File: config.mk
export PLATFORM = sky130hd
export DESIGN_NAME = cfoc
export DESIGN_NICKNAME = d
export VERILOG_FILES = /design/src/rtl/cfoc_pkg.sv /design/src/rtl/cfoc_cordic.sv /design/src/rtl/cfoc.sv
export SDC_FILE = /design/constraint.sdc
export NUM_CORES = 2
export LEC_CHECK = 0
export CORE_MARGIN = 3
export CORE_UTILIZATION = 35
export CTS_CLUSTER_DIAMETER = 120
export DETAILED_ROUTE_END_ITERATION = 7
export GPL_ROUTABILITY_DRIVEN = 1
export PLACE_DENSITY = 0.48
export RECOVER_POWER = 25
export SLEW_MARGIN = 20
export SYNTH_ARGS = -nofsm -noshare
export SYNTH_HDL_FRONTEND = slang
export SYNTH_SLANG_ARGS = --single-unit
File: constraint.sdc
create_clock -name clk -period 11.2 [get_ports clk]
set_input_delay 1.12 -clock clk [delete_from_list [all_inputs] [get_ports clk]]
set_output_delay 1.12 -clock clk [all_outputs]
set_load 0.02 [all_outputs]
File: src/rtl/cfoc_pkg.sv
// cfoc_pkg: shared constants for the carrier-frequency-offset corrector.
//   CFOC_DW / CFOC_PW / CFOC_STAGES : default sample width, phase width and
//                                     CORDIC iteration count
//   CFOC_GAIN                       : 1/K CORDIC gain compensation, Q0.15
//   CFOC_L                          : input-to-output latency in cycles
//   cfoc_atan(i)                    : atan(2^-i) in phase units (2^18 = 2*pi)
package cfoc_pkg;

    localparam int CFOC_DW     = 12;
    localparam int CFOC_PW     = 18;
    localparam int CFOC_STAGES = 12;

    // 0.607253 * 2^15, rounded
    localparam logic [15:0] CFOC_GAIN = 16'd19898;

    // input register + quadrant stage + CORDIC stages + gain/round register
    function automatic int cfoc_latency(input int stages);
        return stages + 3;
    endfunction

    localparam int CFOC_L = cfoc_latency(CFOC_STAGES);

    // atan(2^-i) * 2^18 / (2*pi), rounded to nearest
    function automatic int cfoc_atan(input int i);
        case (i)
            0:       return 32768;
            1:       return 19344;
            2:       return 10221;
            3:       return 5188;
            4:       return 2604;
            5:       return 1303;
            6:       return 652;
            7:       return 326;
            8:       return 163;
            9:       return 81;
            10:      return 41;
            11:      return 20;
            12:      return 10;
            13:      return 5;
            14:      return 3;
            15:      return 1;
            default: return 0;
        endcase
    endfunction

endpackage

File: src/rtl/cfoc_cordic.sv
// cfoc_cordic: pipelined rotation-mode CORDIC, one register per iteration.
// Rotates (x, y) counter-clockwise by angle z; the result carries the CORDIC
// gain K ~ 1.647 (compensated by the caller).
//   clk, rst     : clock, asynchronous active-low reset
//   x, y         : W-bit signed vector in
//   z            : PW-bit signed angle in, must lie within +/- pi/2
//   rot_x, rot_y : rotated vector, STAGES cycles later
module cfoc_cordic
    import cfoc_pkg::*;
#(
    parameter int W      = CFOC_DW + 3,
    parameter int PW     = CFOC_PW,
    parameter int STAGES = CFOC_STAGES
) (
    input  logic                 clk,
    input  logic                 rst,
    input  logic signed [W-1:0]  x,
    input  logic signed [W-1:0]  y,
    input  logic signed [PW-1:0] z,
    output logic signed [W-1:0]  rot_x,
    output logic signed [W-1:0]  rot_y
);

    logic signed [W-1:0]  xr [STAGES];
    logic signed [W-1:0]  yr [STAGES];
    // the last iteration has no use for its residual angle
    logic signed [PW-1:0] zr [STAGES-1];

    for (genvar i = 0; i < STAGES; i++) begin : g_stage
        localparam logic [PW-1:0]       ATAN = PW'(cfoc_atan(i));
        // half-LSB offset so the shifted terms round instead of flooring;
        // floor bias would otherwise accumulate over the iterations
        localparam logic signed [W-1:0] RND  = W'((1 << i) >> 1);

        logic signed [W-1:0]  xp, yp, xsh, ysh;
        logic signed [PW-1:0] zp;

        if (i == 0) begin : g_first
            assign xp = x;
            assign yp = y;
            assign zp = z;
        end else begin : g_next
            assign xp = xr[i-1];
            assign yp = yr[i-1];
            assign zp = zr[i-1];
        end

        assign xsh = (xp + RND) >>> i;
        assign ysh = (yp + RND) >>> i;

        // residual angle negative -> rotate clockwise, otherwise counter-clockwise
        always_ff @(posedge clk or negedge rst) begin
            if (!rst) begin
                xr[i] <= '0;
                yr[i] <= '0;
            end else if (zp[PW-1]) begin
                xr[i] <= xp + ysh;
                yr[i] <= yp - xsh;
            end else begin
                xr[i] <= xp - ysh;
                yr[i] <= yp + xsh;
            end
        end

        if (i < STAGES - 1) begin : g_z
            always_ff @(posedge clk or negedge rst) begin
                if (!rst)          zr[i] <= '0;
                else if (zp[PW-1]) zr[i] <= zp + ATAN;
                else               zr[i] <= zp - ATAN;
            end
        end
    end

    assign rot_x = xr[STAGES-1];
    assign rot_y = yr[STAGES-1];

endmodule

File: src/rtl/cfoc.sv
// cfoc: carrier-frequency-offset correction. Each sample is multiplied by
// e^(-j*phi), phi being a phase accumulator that restarts at each packet
// start and advances by cfo_estimated per valid sample.
//   clk, rst            : clock, asynchronous active-low reset
//   di_re, di_im        : DW-bit signed input sample, one per cycle
//   cs_start            : packet-start pulse, zeroes the phase after this sample
//   cfo_estimated       : PW-bit signed phase step (2^PW = 2*pi)
//   cfo_estimated_vld   : sample valid / phase advances
//   do_re, do_im        : corrected sample, L = STAGES + 3 cycles later
//   do_vld              : cfo_estimated_vld delayed by L
// Valid semantics: do_vld qualifies do_re/do_im on the same cycle; there is
// no ready, the pipeline never stalls, and data is don't-care while do_vld=0.
// Build option: define CFOC_SAT_EN to saturate the outputs to DW bits
// instead of wrapping.
module cfoc
    import cfoc_pkg::*;
#(
    parameter int DW     = CFOC_DW,
    parameter int PW     = CFOC_PW,
    parameter int STAGES = CFOC_STAGES
) (
    input  logic                 clk,
    input  logic                 rst,
    input  logic signed [DW-1:0] di_re,
    input  logic signed [DW-1:0] di_im,
    input  logic                 cs_start,
    input  logic signed [PW-1:0] cfo_estimated,
    input  logic                 cfo_estimated_vld,
    output logic signed [DW-1:0] do_re,
    output logic signed [DW-1:0] do_im,
    output logic                 do_vld
);

    // one extra bit of headroom for CORDIC growth, one sign-safe guard bit and
    // one fractional bit below the input LSB
    localparam int W     = DW + 3;
    localparam int L     = cfoc_latency(STAGES);
    localparam int FRAC  = 16;      // 15 gain fraction bits + 1 internal fraction bit
    localparam int PRODW = W + 17;

    localparam logic [PW-1:0]           QUARTER = {2'b01, {(PW-2){1'b0}}};
    localparam logic signed [PRODW-1:0] HALF    = PRODW'(1 << (FRAC - 1));
    localparam logic signed [PRODW-1:0] SMAX    = PRODW'((1 << (DW - 1)) - 1);
    localparam logic signed [PRODW-1:0] SMIN    = -SMAX - PRODW'(1);

    // phase accumulator, wraps modulo 2^PW
    logic [PW-1:0] acc;

    always_ff @(posedge clk or negedge rst) begin
        if (!rst)                   acc <= '0;
        else if (cs_start)          acc <= '0;
        else if (cfo_estimated_vld) acc <= acc + cfo_estimated;
    end

    // input register: the sample is paired with the phase before this cycle's update
    logic signed [DW-1:0] in_re, in_im;
    logic [PW-1:0]        in_phi;

    always_ff @(posedge clk or negedge rst) begin
        if (!rst) begin
            in_re  <= '0;
            in_im  <= '0;
            in_phi <= '0;
        end else begin
            in_re  <= di_re;
            in_im  <= di_im;
            in_phi <= acc;
        end
    end

    // quadrant pre-rotation: rotate by -phi, folding the angle into +/- pi/2
    logic [PW-1:0]       zn, qz_d;
    logic signed [W-1:0] xe, ye, qx_d, qy_d;

    always_comb begin
        zn   = -in_phi;
        xe   = {{2{in_re[DW-1]}}, in_re, 1'b0};
        ye   = {{2{in_im[DW-1]}}, in_im, 1'b0};
        qx_d = xe;
        qy_d = ye;
        qz_d = zn;
        case (zn[PW-1 -: 2])
            2'b01: begin                 // [pi/2, pi): pre-rotate by +pi/2
                qx_d = -ye;
                qy_d = xe;
                qz_d = zn - QUARTER;
            end
            2'b10: begin                 // [-pi, -pi/2): pre-rotate by -pi/2
                qx_d = ye;
                qy_d = -xe;
                qz_d = zn + QUARTER;
            end
            default: ;
        endcase
    end

    logic signed [W-1:0]  qx, qy;
    logic signed [PW-1:0] qz;

    always_ff @(posedge clk or negedge rst) begin
        if (!rst) begin
            qx <= '0;
            qy <= '0;
            qz <= '0;
        end else begin
            qx <= qx_d;
            qy <= qy_d;
            qz <= qz_d;
        end
    end

    logic signed [W-1:0] cx, cy;

    cfoc_cordic #(
        .W      (W),
        .PW     (PW),
        .STAGES (STAGES)
    ) u_cordic (
        .clk   (clk),
        .rst   (rst),
        .x     (qx),
        .y     (qy),
        .z     (qz),
        .rot_x (cx),
        .rot_y (cy)
    );

    // gain compensation, round half up, then saturate or wrap to DW bits
    function automatic logic signed [DW-1:0] finish(input logic signed [W-1:0] v);
        logic signed [PRODW-1:0] p;
        p = PRODW'(v) * PRODW'($signed({1'b0, CFOC_GAIN}));
        p = (p + HALF) >>> FRAC;
`ifdef CFOC_SAT_EN
        if (p > SMAX) return {1'b0, {(DW-1){1'b1}}};
        if (p < SMIN) return {1'b1, {(DW-1){1'b0}}};
`endif
        return p[DW-1:0];
    endfunction

    logic [L-1:0] vld_sr;

    always_ff @(posedge clk or negedge rst) begin
        if (!rst) begin
            do_re  <= '0;
            do_im  <= '0;
            vld_sr <= '0;
        end else begin
            do_re  <= finish(cx);
            do_im  <= finish(cy);
            vld_sr <= {vld_sr[L-2:0], cfo_estimated_vld};
        end
    end

    assign do_vld = vld_sr[L-1];

endmodule

==> flow_summary.ini <==
[status]
status = complete, but fails checks
violations = capacitance limit, slew limit

[worst_setup_path]
path_cells = clkbuf_1 -> clkbuf_1 -> buf_12
arrival_ps = 8060
critPathBufInv = 3
crit_path_start_kind = input pin
crit_fanout = 164
slowest_stage = clkbuf_1
cp_top_family = buffers and inverters
critPathRequiredTime_ps = 11900
cp-end-kind = asynchronous set/reset pin
slowest_delay_ps = 4070
critPathMostFrequentCell = clkbuf_1
criticalPathCategory = input pin to asynchronous set/reset pin

[finish]
area_growth_pct = 11.5
drive_gt1_share_pct = 3.83
antenna_cells = 0
finalNetCount = 7113
fillers = 15757

[die]
die_w_um = 407
io_pins = 71
die_area_um2 = 166000
placementRows = 146
die_h_um = 407
start_util_pct = 35.4
core_um2 = 159000

[clock_tree]
ctsHoldBuffers = 0
cts.root.buffer_cell = clkbuf_16
cts_buffer_depth = 3
clkSlewWorstSetupHoldPaths_ps = 60
cts_num_sinks = 682
clock_latency_ps = 710
postCtsSetupBuffers = 0
cts_tree = built
numCtsBuffers = 89
cts_resized = 0
ctsHtreeMaxLevel = 3

[logic_synthesis]
synth_ff_type = dfrtp_1
ys_types = 87
yosys.area.top_type = dfrtp_1
async_reset_ff_share_pct = 100
synth-seq-cells = 682
yosysSeqAreaShare_pct = 30.3
yosys.area.top_type_share_pct = 30.3
syn-num-nets = 7010
yosys-top-cells-area = dfrtp_1 (30%), ha_1 (17%), xnor2_1 (8.5%)
synth-edff-count = 0
synth_cells = 5966
synth_most_common_cell = ha_1
ys_warn_count = 0
syn-cell-area_um2 = 56400
synth_area_per_cell_um2 = 9.45
synthTopCellsByCount = ha_1 (783), dfrtp_1 (682), inv_1 (652)

[sta]
slew_violations = 324
fin_crit_sh_pct = 65.7
skew_ps = 51.8
final-hold-violation-count = 0
max_freq_mhz = 136
tns_ps = 0
setup_viol = 0
rsz0062_at_grt = false
fin_crit_ps = 7360
max_slew.worst_pin.slew_ps = 5980
worst_slew_margin_rel_pct = -299

[detailed_routing]
drtPass1Iterations = 5
via_per_inst = 4.87
wl_um = 127000
drtAntennaViolNets = 0
wl_per_cell_um = 15.3
dr.first_iter.drc_count = 1719
via_count = 40375
drc = 0

[global_routing]
grtUsageMet1_pct = 20.2
globalRouteMet3Util_pct = 1.77
grt_pass1_vias = 40909
grt_max_degree = 165
busiest_layer = met2
overflow = 0
grt.total_usage_pct = 15.4
antenna_found_initial = 0
met2_usage_pct = 26.9
grt_pass1_wl_um = 212000

[job]
maxCapViolCount = 7

[placement]
globalplace.congestion = 0.827
numPortBuffers = 70
place_hpwl_um = 103000

[hold_path]
hp-class = flip-flop to flip-flop
[routing by layer]
metal  wire, µm  up-vias
met1      59300    19172
li1           -    20669
met5          0        -
met3       3410      126
met2      62100      408
met4       2350        0
[cells in the final DEF, fill, tap and decap left out, types with 14 or more instances in the layout]
cell,n
nor3_1,164
xnor2_1,550
o31a_1,22
xor2_1,259
clkbuf_8,16
clkinv_2,21
mux2i_1,34
nand3b_1,15
nor2b_1,55
ha_1,783
clkdlybuf4s50_1,44
nand2b_1,36
o211ai_1,38
bufinv_16,14
nor2_1,496
dfrtp_1,682
clkbuf_16,89
a31o_2,28
o21a_1,67
nand3_1,144
and3_1,88
a21oi_1,352
clkbuf_1,21
a21o_1,99
a211oi_1,28
nand4_1,35
o41ai_1,18
dlygate4sd3_1,25
a21boi_0,40
nand2_1,310
o21bai_1,85
and2_1,31
a2111oi_0,15
fa_1,215
or3_1,24
o21ai_0,257
inv_1,652
a31oi_1,53
[layout make-up]
class | count | area, µm² | area share, %
sequential | 682 | 17100 | 27.2
clock buffer | 112 | 2470 | 3.94
tap | 2146 | 2690 | 4.27
clock inverter | 51 | 776 | 1.23
inverter | 656 | 2460 | 3.92
timing repair buffer | 94 | 851 | 1.35
multi-input combinational | 4546 | 36500 | 58.1
[cell families (layout without fill, tap and decap cells)]
logic type / after synthesis / in the layout / share of synthesized area, %
compound gates: 1233 / 1233 / 14.2
xor+xnor: 809 / 809 / 12.6
fa+ha+maj: 998 / 998 / 25.0
buf+inv: 738 / 913 / 4.92
flops: 682 / 682 / 30.3
mux: 45 / 45 / 0.824
simple gates: 1461 / 1461 / 12.2
[flip-flops by register name (all words and copies together) (netlist names)]
register and count:
qx 14, in_phi 18, in_im 12, u_cordic.g_stage.yp 163, do_im 12, qy 14, acc 18, u_cordic.rot_x 15
vld_sr 15, u_cordic.g_stage.xp 163, qz 18, do_re 12, in_re 12, u_cordic.g_stage.zp 181, u_cordic.rot_y 15
[worst register-to-register path, cell delays in order (launching register included)]
cell and delay [ps]:
dfrtp_1 490, ha_1 410, inv_1 80, fa_1 570, fa_1 440, fa_1 500
inv_1 60, fa_1 530, inv_1 50, fa_1 530, inv_1 50, ha_1 270
nand4_1 120, a211oi_1 370, a211o_2 310, a21oi_1 110, xnor2_1 160, ha_1 160
inv_1 50, nor3_1 310, nand4_2 270, nor3_1 500, a311oi_1 170, nand2_1 110
xnor2_1 70
[worst paths after layout]
path | end | start | slack (ps) | cells past startpoint
worst max-delay path | u_cordic.g_stage[6].yp[14] | rst | 3840 | 3
worst min-delay path | u_cordic.g_stage[1].zp[6] | qz[6] | 340 | 0
worst max register to register | do_re[11] | u_cordic.rot_x[6] | 4360 | 24
worst min register to register | u_cordic.g_stage[1].zp[6] | qz[6] | 340 | 0
max in group clk | do_re[11] | u_cordic.rot_x[6] | 4360 | 24
min in group asynchronous | u_cordic.rot_x[4] | rst | 2680 | 1
[per-stage QoR]
step	util [%]	hold slack (ps)	cells	instance area, µm²	worst slack [ps]
final	39.5	342	8287	62800	3840
after global placement	37.5	332	8124	59700	4490
after CTS	39.5	342	8287	62900	4330
after floorplan	-	331	5966	56400	5010
after detailed placement	37.5	335	8124	59700	4380
after global routing	39.5	350	8287	62800	2190
Power is not shown: default switching activity piles up to over one toggle a cycle in this logic, so the estimate is an artifact.
